File: config.mk
export PLATFORM = sky130hd
export DESIGN_NAME = updown_counter
export DESIGN_NICKNAME = d
export VERILOG_FILES = /design/src/rtl/counter_pkg.sv /design/src/rtl/counter_prescaler.sv /design/src/rtl/updown_counter.sv
export SDC_FILE = /design/constraint.sdc
export NUM_CORES = 1
export LEC_CHECK = 0
export BUFFER_PORTS_ARGS = -buffer_cell sky130_fd_sc_hd__buf_2
export CORE_AREA = 2 2 84 86
export CTS_CLUSTER_DIAMETER = 80
export DETAILED_ROUTE_END_ITERATION = 6
export DIE_AREA = 0 0 86 88
export GPL_TIMING_DRIVEN = 0
export PLACE_DENSITY_LB_ADDON = 0.3
export SLEW_MARGIN = 20
export SYNTH_ARGS = -nofsm -noshare
export SYNTH_HDL_FRONTEND = slang
export SYNTH_SLANG_ARGS = --single-unit
File: constraint.sdc
create_clock -name clk -period 2.6 [get_ports clk]
set_input_delay 0.13 -clock clk [delete_from_list [all_inputs] [get_ports clk]]
set_output_delay 0.13 -clock clk [all_outputs]
set_load 0.02 [all_outputs]
File: src/rtl/counter_pkg.sv
// Shared types for updown_counter: step direction and limit-mode encodings.
package counter_pkg;

  typedef enum logic [1:0] {
    DIR_NONE = 2'd0,
    DIR_UP   = 2'd1,
    DIR_DOWN = 2'd2
  } dir_e;

  localparam logic MODE_WRAP = 1'b0;
  localparam logic MODE_SAT  = 1'b1;

  // inc and dec together cancel out.
  function automatic dir_e decode_dir(input logic inc, input logic dec);
    if (inc && !dec) return DIR_UP;
    if (dec && !inc) return DIR_DOWN;
    return DIR_NONE;
  endfunction

endpackage

File: src/rtl/counter_prescaler.sv
// Request prescaler: emits one step per (div+1) qualified requests.
// Only instantiated when COUNTER_PRESCALE_EN is defined.
module counter_prescaler #(
  parameter int unsigned PRESC_W = 4
) (
  input  logic               clk,
  input  logic               rst,
  input  logic               restart,
  input  logic               req,
  input  logic [PRESC_W-1:0] div,
  output logic               step
);

  logic [PRESC_W-1:0] cnt_q, cnt_d, base;

  always_comb begin
    // A restart discards history but still lets this cycle's request count.
    base  = restart ? '0 : cnt_q;
    cnt_d = base;
    step  = 1'b0;
    if (req) begin
      if (base == div) begin
        step  = 1'b1;
        cnt_d = '0;
      end else begin
        cnt_d = base + 1'b1;
      end
    end
  end

  always_ff @(posedge clk or posedge rst) begin
    if (rst) cnt_q <= '0;
    else     cnt_q <= cnt_d;
  end

endmodule

File: src/rtl/updown_counter.sv
// Up/down counter with load, wrap/saturate limits, tc pulse and sticky ovf.
// Define COUNTER_PRESCALE_EN to add the presc_div request prescaler.
module updown_counter
  import counter_pkg::*;
#(
  parameter int unsigned      WIDTH   = 8,
  parameter logic [WIDTH-1:0] RST_VAL = '0
`ifdef COUNTER_PRESCALE_EN
  ,
  parameter int unsigned      PRESC_W = 4
`endif
) (
  input  logic             clk,
  input  logic             rst,
  input  logic             clr,
  input  logic             load,
  input  logic [WIDTH-1:0] load_val,
  input  logic             inc,
  input  logic             dec,
  input  logic             sat_mode,
  input  logic [WIDTH-1:0] max_val,
`ifdef COUNTER_PRESCALE_EN
  input  logic [PRESC_W-1:0] presc_div,
`endif
  output logic [WIDTH-1:0] cnt,
  output logic             eq,
  output logic             zero,
  output logic             tc,
  output logic             ovf
);

  logic [WIDTH-1:0] cnt_q, cnt_d;
  logic             tc_q, tc_d;
  logic             ovf_q, ovf_d;
  dir_e             dir;
  logic             step;

  assign dir = decode_dir(inc, dec);

`ifdef COUNTER_PRESCALE_EN
  dir_e last_dir_q;
  logic restart;

  always_ff @(posedge clk or posedge rst) begin
    if (rst)                  last_dir_q <= DIR_NONE;
    else if (dir != DIR_NONE) last_dir_q <= dir;
  end

  assign restart = clr || load || ((dir != DIR_NONE) && (dir != last_dir_q));

  counter_prescaler #(
    .PRESC_W (PRESC_W)
  ) u_prescaler (
    .clk     (clk),
    .rst     (rst),
    .restart (restart),
    .req     ((dir != DIR_NONE) && !clr && !load),
    .div     (presc_div),
    .step    (step)
  );
`else
  assign step = (dir != DIR_NONE);
`endif

  // Limits are compared before stepping so no result ever leaves WIDTH bits.
  always_comb begin
    cnt_d = cnt_q;
    tc_d  = 1'b0;
    ovf_d = ovf_q;
    if (clr) begin
      cnt_d = RST_VAL;
      ovf_d = 1'b0;
    end else if (load) begin
      cnt_d = (load_val > max_val) ? max_val : load_val;
    end else if (step) begin
      unique case (dir)
        DIR_UP: begin
          if (cnt_q < max_val) begin
            cnt_d = cnt_q + 1'b1;
          end else begin
            tc_d  = 1'b1;
            ovf_d = 1'b1;
            cnt_d = (sat_mode == MODE_SAT) ? max_val : '0;
          end
        end
        DIR_DOWN: begin
          if (cnt_q > max_val) begin
            cnt_d = max_val;
          end else if (cnt_q != '0) begin
            cnt_d = cnt_q - 1'b1;
          end else begin
            tc_d  = 1'b1;
            ovf_d = 1'b1;
            cnt_d = (sat_mode == MODE_SAT) ? '0 : max_val;
          end
        end
        default: ;
      endcase
    end
  end

  always_ff @(posedge clk or posedge rst) begin
    if (rst) begin
      cnt_q <= RST_VAL;
      tc_q  <= 1'b0;
      ovf_q <= 1'b0;
    end else begin
      cnt_q <= cnt_d;
      tc_q  <= tc_d;
      ovf_q <= ovf_d;
    end
  end

  assign cnt  = cnt_q;
  assign tc   = tc_q;
  assign ovf  = ovf_q;
  assign eq   = (cnt_q == max_val);
  assign zero = (cnt_q == '0);

endmodule

## Word level (Yosys, flattened, before mapping)

Index checks and enable logic that the tools add are counted.

| storage, ports and cells | value |
|---|---|
| output and inout port bits | 12 |
| register bits | 10 |
| word-level logic and storage cells | 59 |
| bits of input ports | 23 |

| operators by class | value |
|---|---|
| equal/unequal tests | 7 |
| magnitude comparators | 3 |
| add/subtract/negate cells | 2 |
| reductions and logical operators | 13 |
| mux-type cells | 31 |

Operators by type and width:

| kind | count |
|---|---|
| $mux 8 | 9 |
| $gt 8x8->1 | 2 |
| $pmux 8 s2 | 1 |
| $mux 1 | 15 |
| $ne 3x3->1 const B | 3 |
| $add 8x1->8 const B | 1 |
| $eq 8x8->1 | 1 |
| $logic_not 8->1 | 1 |
| $lt 8x8->1 | 1 |
| $mux 2 | 4 |
| $reduce_bool 8->1 | 1 |
| $sub 8x1->8 const B | 1 |
| $reduce_and 6->1 | 1 |
| $reduce_bool 3->1 | 2 |
| $pmux 1 s2 | 2 |
| $reduce_bool 2->1 | 2 |
| $reduce_bool 4->1 | 1 |
| $eq 2x1->1 const B | 1 |
| $eq 2x2->1 const B | 1 |
| $logic_and 1x1->1 | 2 |
| $logic_not 1->1 | 2 |
| $ne 2x2->1 const B | 1 |
| $reduce_and 2->1 | 1 |

## Logic depth before layout (Yosys ltp)

Gate-level depths: netlist (run 1).

| depth | value |
|---|---|
| depth in word-level cells | 11 |
| mapped depth | 11 |
| gate-level depth less buffers | 9 |

## Worst setup path before layout (run 1)

No wires, ideal clock.

| timing path | value |
|---|---|
| path type | register to register |
| start | reg cnt_q[1], in the netlist cnt[1] |
| end | reg cnt_q[5], in the netlist cnt[5] |
| path slack | 402 ps |
| period minus slack after synthesis | 2198 ps |
| arrival time | 2068 ps |
| setup time | 129 ps |
| data required time | 2471 ps |
| buffers on the path | 0 |
| stages on the path, launching flop included | 9 |
| cell sequence | dfrtp_1 ha_1 nor2b_1 o211ai_1 a21oi_1 o22ai_1 o21ai_2 a221oi_1 o31ai_1 |

| between the ends | value |
|---|---|
| longest elaborated chain between the ends | 7 |
| elaborated cells between the ends (all ways) | 12 |
| those cells by class | 2 x add/sub; 2 x order compare; 7 x mux; 1 x reduce/logical |

RTL lines:

| what | RTL line | RTL |
|---|---|---|
| start: declaration | updown_counter.sv:32 | `logic [WIDTH-1:0] cnt_q, cnt_d;` |
| start signal: assignment | updown_counter.sv:108 | `cnt_q <= cnt_d;` |
| $sub 8x1->8 / $reduce_bool 8->1 (equally long branches) | updown_counter.sv:90, updown_counter.sv:89 |  |
| $mux 8 | updown_counter.sv:89 | `end else if (cnt_q != '0) begin` |
| $mux 8 | updown_counter.sv:87 | `if (cnt_q > max_val) begin` |
| $pmux 8 s2 (*) | updown_counter.sv:76 | `unique case (dir)` |
| $mux 8 (*) | updown_counter.sv:75 | `end else if (step) begin` |
| $mux 8 (*) | updown_counter.sv:73 | `end else if (load) begin` |
| $mux 8 (*) | updown_counter.sv:70 | `if (clr) begin` |

Every way passes the cells marked *; elsewhere a longest branch is shown, timed or not. The select of a mux whose other input is x is not followed.
A chain may end at the register's enable or synchronous reset.

## Final worst setup path (run 1)

Ends and elaborated chain as after synthesis.

==> flow_summary.json, run 1 <==
{
  "layout-drive-gt1-share_pct": 23.58,
  "rows": 30,
  "cp_data_required_time_ps": 2720,
  "maxSlewHeadroom_pct": 52.83,
  "dr.max_layer_used": "met4",
  "ff_latch_area_um2": 251.5,
  "wl_um": 5078,
  "final.setup_skew_ps": 7.892,
  "yosys-top-cells-area": "ha_1 (17%), dfrtp_1 (16%), xor2_1 (5.7%)",
  "start_util_pct": 23.26,
  "synth_warnings": 0,
  "crit_fanout": 10,
  "wl_met2_um": 2328,
  "setup_violations": 0,
  "dp.cells": 304,
  "cts_max_path_buffers": 2,
  "hold_ws_ps": 232.3,
  "port_buffers": 34,
  "syn_to_final_growth_pct": 22.19,
  "cts_buffers": 3,
  "fin_cells": 309,
  "fmax_mhz": 410.1,
  "crit_start": "cnt[1]$_DFFE_PP0P_",
  "timing.rr.start": "cnt[1]$_DFFE_PP0P_",
  "wl_met1_um": 2408,
  "grt_pass1_vias": 1582,
  "antenna_found_initial": 0,
  "fillCellCount": 744,
  "insertion_delay_ps": 250,
  "die_y_um": 88,
  "synth_area_um2": 1545,
  "synth_fp_nets": 234,
  "avgSynthCellArea_um2": 8.133,
  "arrival_ps": 2560,
  "cts_tree": "done",
  "max_slew.worst_pin.slew_ps": 702.2,
  "hold_viol_final": 0,
  "drt_pass1_iterations": 4,
  "start_kind": "register",
  "route.detailed.drc": 0,
  "die_width_um": 86,
  "synth_edf_count": 0,
  "root_buffer": "clkbuf_8",
  "multi_input_area_um2": 1195,
  "wl_met3_um": 280,
  "power.leakage_uw": 0.0009111,
  "endpoint_kind": "register",
  "final.period_utilization_pct": 93.78,
  "fin_nets": 274,
  "finalCriticalPeriod_ps": 2438,
  "overflow": 0,
  "post_cts_buffers": 0,
  "ys_async_sr_fraction_pct": 100.0,
  "grt_max_degree": 11,
  "ys_ff_latch": 10,
  "min_from": "load",
  "path_clk_slew_ps": 60,
  "drv_cap": 0,
  "finalMaxSlewViolations": 0,
  "p_per_area_nw_per_um2": 446.9,
  "vias": 1642,
  "ys_seq_area_share_pct": 16.19,
  "drtAntennaViolNets": 0,
  "gp_congestion": 0.8525,
  "hpwl_um": 3944,
  "worstSetupPathType": "reg -> reg",
  "grt_pass1_wl_um": 8045,
  "drt_iter0_markers": 119,
  "peakVddDrop_mv": 0.1541,
  "synth.distinct_cells": 45,
  "wl_per_cell_um": 16.43,
  "synth_ff_type": "dfrtp_1",
  "diodes": 0,
  "post-synth-top-area-fraction_pct": 17.00,
  "core_area_um2": 6644,
  "totalNegativeSetupSlack_ps": 0,
  "grt_usage_pct": 13.59,
  "vias_per_cell": 5.314,
  "pin_count": 35,
  "h-tree-depth": 1,
  "yosysTopAreaCell": "ha_1",
  "status": "complete, no violations",
  "dieArea_um2": 7568,
  "cts.sinks": 10,
  "hold_class": "in -> reg",
  "synth_cells": 190
}
cell families (layout without fill, tap and decap cells):
| kind of cell | after synthesis | count (layout) | share of synthesized area [%] |
|---|---|---|---|
| mux | 8 | 8 | 6.396 |
| xor+xnor | 11 | 11 | 6.235 |
| compound gates | 51 | 51 | 25.02 |
| fa+ha+maj | 21 | 21 | 17.00 |
| flops | 10 | 10 | 16.19 |
| simple gates | 63 | 63 | 22.27 |
| buf+inv | 26 | 65 | 6.882 |
worst max-delay path, cell delays in order (launching register included):
cell and delay [ps]:
dfrtp_1 550, ha_1 310, nor2b_1 130, o211ai_1 160, a21oi_1 120, or2_1 220, buf_2 200, buf_2 210
a311oi_1 300, o31ai_1 90
sequential cells by signal, summed over array words and instances, names as in the netlist:
name  cells
tc        1
ovf       1
cnt       8
cell usage in the layout, fill, tap and decap left out, drive strengths merged, types with 3 or more instances in the layout:
cell / n
a21oi: 12
a221oi: 6
a22oi: 3
a311oi: 3
a31oi: 3
a32oi: 5
and3: 4
buf: 37
clkbuf: 11
dfrtp: 10
ha: 21
inv: 15
mux2: 6
nand2: 12
nand2b: 3
nand3: 12
nand4: 5
nor2: 12
nor2b: 3
nor3: 5
o21ai: 5
o31ai: 3
xor2: 10
worst paths after layout:
check                                      to  slack (ps)  cells after the start
max                        cnt[5]$_DFFE_PP0P_         160                      9
min                        cnt[0]$_DFFE_PP0P_         230                      4
max reg2reg                cnt[5]$_DFFE_PP0P_         160                      9
min reg2reg                   ovf$_DFFE_PP0P_         490                      2
max in group asynchronous  cnt[0]$_DFFE_PP0P_        1820                      3
min in group asynchronous     ovf$_DFFE_PP0P_         440                      3
synth_stat cells (2+ instances only):
cell type and number:
a211o_1 2, a21o_1 2, a21oi_1 11, a221oi_1 6, a22oi_1 3, a311oi_1 3
a31oi_1 2, a32oi_1 5, and3_1 3, buf_2 3, clkbuf_1 7, dfrtp_1 10
ha_1 21, inv_1 15, mux2_2 3, mux2_4 3, mux2i_1 2, nand2_1 12
nand2b_1 3, nand3_1 12, nand4_1 5, nor2_1 11, nor2b_1 3, nor3_1 5
nor3b_1 2, o211ai_1 2, o21ai_0 4, o311a_1 2, o31ai_1 3, xor2_1 10
repair_timing:
item | in CTS | in global routing
hold endpoints to repair | 10 | 0
hold buffers | 1 | 0
setup endpoints to repair | 0 | 5
gates resized for setup | 0 | 2
layout make-up:
cell class,instances,share of cell area [%]
Multi-Input combinational cell,154,63.29
Sequential cell,10,13.32
Timing Repair Buffer,35,9.543
Tap cell,80,5.302
Inverter,15,2.982
Clock buffer,4,2.916
Buffer,11,2.651
where the power goes:
group          switching, uW  leakage (uW)  internal (uW)  total, uW
registers               28.8      0.000132            171        200
logic                    262      0.000751            174        436
clock network           74.4     0.0000288            134        208
total                    365      0.000911            478        844
metal layers:
metal	global-route usage [%]	vias up
met5	0	-
met4	3.030	0
met3	3.959	6
met2	21.42	39
met1	18.39	801
li1	-	796
stage by stage:
step / area [um2] / setup WS [ps] / utilization (%) / power [uW]
floorplan: 1545 / 402.3 / - / 501.3
global placement: 1815 / 24.48 / 27.33 / 629.0
global route: 1888 / -10.78 / 28.42 / 909.4
detailed placement: 1815 / 33.95 / 27.33 / 630.1
finish: 1888 / 161.7 / 28.42 / 843.7
CTS: 1881 / 8.892 / 28.31 / 848.5
No activity file was read; power rests on OpenSTA's default activity.
==> run 2: changes to the inputs <==
--- a/config.mk
+++ b/config.mk
@@ -7,12 +7,12 @@
 export LEC_CHECK = 0
 export BUFFER_PORTS_ARGS = -buffer_cell sky130_fd_sc_hd__buf_2
 export CORE_AREA = 2 2 84 86
+export CTS_BUF_LIST = sky130_fd_sc_hd__clkbuf_2
 export CTS_CLUSTER_DIAMETER = 80
 export DETAILED_ROUTE_END_ITERATION = 6
 export DIE_AREA = 0 0 86 88
 export GPL_TIMING_DRIVEN = 0
 export PLACE_DENSITY_LB_ADDON = 0.3
-export SLEW_MARGIN = 20
 export SYNTH_ARGS = -nofsm -noshare
 export SYNTH_HDL_FRONTEND = slang
 export SYNTH_SLANG_ARGS = --single-unit
==> constraint.sdc (replaced) <==
create_clock -name clk -period 2.6 [get_ports clk]
set_input_delay 0.78 -clock clk [delete_from_list [all_inputs] [get_ports clk]]
set_output_delay 0.78 -clock clk [all_outputs]
set_load 0.02 [all_outputs]
==> flow_summary.json, run 2 (synthesized netlist as in run 1, its figures left out) <==
{
  "vias_per_cell": 5.287,
  "cts_tree": "done",
  "status": "complete, no violations",
  "insertion_delay_ps": 310,
  "antenna_found_initial": 0,
  "grt_usage_pct": 13.36,
  "p_comb_share_pct": 60.3,
  "grt_max_degree": 11,
  "hpwl_um": 3968,
  "p_per_area_nw_per_um2": 392.7,
  "largest_register_ffs": 8,
  "power.leakage_uw": 0.0009234,
  "overflow": 0,
  "final_common_cell": "buf_2",
  "intPower_uw": 405.6,
  "finalCriticalPeriod_ps": 2542,
  "rsz0062_at_grt": "yes",
  "die_y_um": 88,
  "layout-drive-gt1-share_pct": 34.78,
  "crit_start": "max_val[6]",
  "r2r_slack_ps": 190,
  "route.detailed.drc": 0,
  "worstSetupPathType": "in -> out",
  "final.period_utilization_pct": 97.78,
  "slowest_stage": "ha_4",
  "setup_violations": 0,
  "drt_pass1_iterations": 4,
  "crit_fanout": 4,
  "worst-path-buf-inv": 3,
  "vias": 1639,
  "r2r_end": "cnt[5]$_DFFE_PP0P_",
  "p_switching_uw": 382.5,
  "start_kind": "input port",
  "cts_max_path_buffers": 2,
  "cts.sinks": 10,
  "finalMaxSlewViolations": 0,
  "peakVddDrop_mv": 0.1567,
  "drv_cap": 0,
  "hold_buffers": 0,
  "endpoint_kind": "output pin",
  "diodes": 0,
  "grt_pass1_wl_um": 7852,
  "final.setup_skew_ps": 40.25,
  "cp_num_cells": 6,
  "rr_worst_depth": 9,
  "hold_viol_final": 0,
  "maxSlewHeadroom_pct": 41.44,
  "clock_power_share_pct": 14.0,
  "critPathTopFamily": "simple AND/OR/NAND/NOR gates",
  "drtAntennaViolNets": 0,
  "wl_per_cell_um": 16.49,
  "fmax_mhz": 393.3,
  "grt_pass1_vias": 1516,
  "crit_end": "eq",
  "pwr-share-seq_pct": 25.7,
  "root_buffer": "clkbuf_2",
  "crit_path_max_incr_delay_ps": 260,
  "wl_um": 5113,
  "port_buffers": 34,
  "syn_to_final_growth_pct": 29.88,
  "power_uw": 788.1,
  "timing.rr.start": "cnt[1]$_DFFE_PP0P_",
  "arrival_ps": 1760,
  "h-tree-depth": 1,
  "worstPathCellList": "buf_2, inv_2, ha_4, nand4_1, nor2_2, buf_6",
  "max_slew.worst_pin.slew_ps": 871.7,
  "fin_nets": 275,
  "netSwitchingFraction_pct": 48.53,
  "gp_congestion": 0.8405,
  "core_area_um2": 6644,
  "drt_iter0_markers": 128,
  "final_cell_mix": "buf_2 (30), ha_1 (16), nand2_1 (12), nand3_1 (12)",
  "cp_data_required_time_ps": 1820,
  "die_width_um": 86,
  "rows": 30,
  "path_clk_slew_ps": 170,
  "dieArea_um2": 7568,
  "post-route-util_pct": 30.21,
  "pin_count": 35,
  "cts_buffers": 3,
  "start_util_pct": 23.26,
  "hold_class": "in -> async"
}
run 2: routing by layer:
layer / vias up / share of wire (%) / global-route usage [%]
met2: 57 / 47 / 22.27
li1: 800 / - / -
met4: 0 / 0.25 / 1.587
met3: 2 / 6.8 / 3.205
met5: - / 0 / 0
met1: 780 / 45 / 18.08
run 2: cell type report:
class	count	area (um2)
buffer	10	51.30
clock buffer	3	15.01
clock inverter	1	3.754
fill	711	4637
inverter	15	58.81
multi-input combinational	154	1297
sequential	10	252.7
tap	80	100.1
timing repair buffer	37	227.7
run 2: worst min-delay path by stage:
stage,endpoint,startpoint
after floorplan,ovf$_DFFE_PP0P_,ovf$_DFFE_PP0P_
final,ovf$_DFFE_PP0P_,rst
after global routing,ovf$_DFFE_PP0P_,rst
after global placement,ovf$_DFFE_PP0P_,ovf$_DFFE_PP0P_
after detailed placement,ovf$_DFFE_PP0P_,ovf$_DFFE_PP0P_
after CTS,ovf$_DFFE_PP0P_,rst
run 2: power groups by stage:
stage | clock network (uW) | logic (uW) | registers (uW)
detailed placement | 0 | 428 | 203
finish | 110 | 475 | 203
global route | 119 | 522 | 207
global placement | 0 | 428 | 203
CTS | 110 | 446 | 200
floorplan | 0 | 292 | 211
run 2: repair_timing:
action                     in CTS  in global routing
setup endpoints to repair       7                 11
pin swaps                       2                  8
buffers inserted                2                  1
resized for setup               6                 31
run 2: through the flow:
step	setup slack (ps)	setup TNS, ps	instances	hold slack, ps	area (um2)
after floorplan	-22.41	-51.42	190	591.9	1551
after global placement	-410.1	-3004	304	476.2	1822
after detailed placement	-403.3	-2844	304	486.2	1822
after CTS	5.192	0	309	472.8	1882
after global routing	-6.699	-6.699	310	490.1	2007
final	57.63	0	310	444.1	2007
==> run 3: changes to the inputs <==
--- a/config.mk
+++ b/config.mk
@@ -13,6 +13,7 @@
 export DIE_AREA = 0 0 86 88
 export GPL_TIMING_DRIVEN = 0
 export PLACE_DENSITY_LB_ADDON = 0.3
+export SLEW_MARGIN = 5
 export SYNTH_ARGS = -nofsm -noshare
 export SYNTH_HDL_FRONTEND = slang
 export SYNTH_SLANG_ARGS = --single-unit
==> constraint.sdc (replaced) <==
create_clock -name clk -period 2.6 [get_ports clk]
set_input_delay 0.13 -clock clk [delete_from_list [all_inputs] [get_ports clk]]
set_output_delay 0.13 -clock clk [all_outputs]
set_load 0.02 [all_outputs]
==> flow_summary.json, run 3 (synthesized netlist as in run 1, its figures left out) <==
{
  "overflow": 0,
  "drt_iter0_markers": 125,
  "cts_buffers": 3,
  "syn_to_final_growth_pct": 20.16,
  "min_from": "max_val[0]",
  "start_util_pct": 23.26,
  "antenna_found_initial": 0,
  "h-tree-depth": 1,
  "rsz0062_at_grt": "no",
  "vias": 1646,
  "wl_um": 5051,
  "wl_per_cell_um": 16.35,
  "grt_usage_pct": 13.53,
  "worstSetupPathType": "reg -> reg",
  "dieArea_um2": 7568,
  "grt_pass1_wl_um": 8045,
  "drt_pass1_iterations": 4,
  "worstHoldEndpoint": "cnt[0]$_DFFE_PP0P_",
  "drtAntennaViolNets": 0,
  "cts_max_path_buffers": 2,
  "final_cell_mix": "buf_2 (37), ha_1 (21), inv_1 (15), nand2_1 (12), nand3_1 (12)",
  "setup_violations": 0,
  "cts_tree": "done",
  "layout-drive-gt1-share_pct": 24.02,
  "totalNegativeSetupSlack_ps": 0,
  "cts.sinks": 10,
  "start_kind": "register",
  "fin_area_um2": 1857,
  "grt_pass1_vias": 1586,
  "rr_worst_depth": 9,
  "hold_viol_final": 0,
  "pin_count": 35,
  "insertion_delay_ps": 290,
  "timing.rr.start": "cnt[1]$_DFFE_PP0P_",
  "grt_max_degree": 11,
  "arrival_ps": 2570,
  "diodes": 0,
  "gp_congestion": 0.8525,
  "hold_class": "in -> reg",
  "rows": 30,
  "max_slew.worst_pin.slew_ps": 727.1,
  "largest_register_ffs": 8,
  "finalCriticalPeriod_ps": 2402,
  "die_y_um": 88,
  "final.period_utilization_pct": 92.40,
  "port_buffers": 34,
  "place_area_um2": 1815,
  "fillCellCount": 751,
  "r2r_slack_ps": 200,
  "p_per_area_nw_per_um2": 398.2,
  "r2r_end": "cnt[5]$_DFFE_PP0P_",
  "endpoint_kind": "register",
  "final.setup_skew_ps": 21.55,
  "post_cts_buffers": 0,
  "finalMaxSlewViolations": 0,
  "cp_data_required_time_ps": 2760,
  "fin_nets": 274,
  "min_path_cells": 3,
  "vias_per_cell": 5.327,
  "root_buffer": "clkbuf_2",
  "peakVddDrop_mv": 0.1560,
  "maxSlewHeadroom_pct": 51.15,
  "drv_cap": 0,
  "core_area_um2": 6644,
  "status": "complete, no violations",
  "route.detailed.drc": 0,
  "power.leakage_uw": 0.0008949,
  "final_common_cell": "buf_2",
  "path_clk_slew_ps": 150,
  "die_width_um": 86,
  "hpwl_um": 3944,
  "crit_fanout": 10,
  "fmax_mhz": 416.2
}
[run 3: changes by cell type in the layout (fill, tap and decap cells not counted), sizes merged]
cell and delta:
dlygate4sd3 +1, buf -2
[run 3: power breakdown]
group	leakage, uW	switching, uW	internal (uW)	total [uW]
Clock	0.0000140	71.5	33.4	105
Combinational	0.000750	261	174	435
Sequential	0.000130	28.6	171	200
[run 3: worst max-delay path by stage]
stage,depth (start not counted),endpoint,slack (ps),from
2_1_floorplan,8,cnt[5]$_DFFE_PP0P_,400,cnt[1]$_DFFE_PP0P_
3_3_place_gp,8,cnt[5]$_DFFE_PP0P_,20,cnt[1]$_DFFE_PP0P_
3_5_place_dp,8,cnt[7]$_DFFE_PP0P_,30,cnt[1]$_DFFE_PP0P_
4_1_cts,9,cnt[5]$_DFFE_PP0P_,140,cnt[1]$_DFFE_PP0P_
5_1_grt,8,cnt[6]$_DFFE_PP0P_,40,cnt[7]$_DFFE_PP0P_
6_report,9,cnt[5]$_DFFE_PP0P_,200,cnt[1]$_DFFE_PP0P_
[run 3: layer usage]
metal | vias to the layer above | track usage [%] | wire [um]
li1 | 802 | - | -
met2 | 60 | 21.28 | 2252
met5 | - | 0 | 0
met4 | 0 | 2.886 | 63
met1 | 778 | 18.39 | 2310
met3 | 6 | 3.959 | 424
[run 3: final cells by class]
type | instances | area [um2] | area share, %
timing repair buffer | 35 | 180.2 | 9.704
clock inverter | 1 | 3.754 | 0.2022
multi-input combinational | 154 | 1199 | 64.56
tap | 80 | 100.1 | 5.391
inverter | 15 | 56.30 | 3.032
sequential | 10 | 252.7 | 13.61
buffer | 11 | 50.05 | 2.695
clock buffer | 3 | 15.01 | 0.8086
[run 3: timing repair]
action	in CTS	in global routing
resized for setup	1	3
cloned	0	0
hold endpoints to repair	10	0
setup endpoints to repair	2	8
hold buffers	1	0
[run 3: critical path, cell delays in order (launching register included)]
cell and delay (ps):
dfrtp_2 520, ha_1 310, nor2b_1 130, o211ai_1 190, a21oi_2 100, or2_1 210
buf_2 190, buf_2 210, a311oi_1 310, o31ai_1 90
[run 3: through the flow]
| step | hold slack [ps] | std cells | utilization (%) | total power, uW | setup WS [ps] |
|---|---|---|---|---|---|
| after floorplan | -29.82 | 190 | - | 501.3 | 402.3 |
| after global placement | 173.2 | 304 | 27.33 | 629.0 | 24.48 |
| after detailed placement | 176.2 | 304 | 27.33 | 630.1 | 33.95 |
| after CTS | 157.3 | 309 | 27.85 | 741.1 | 143.7 |
| after global routing | 161.0 | 309 | 27.95 | 803.4 | 35.68 |
| final | 165.6 | 309 | 27.95 | 739.4 | 197.5 |
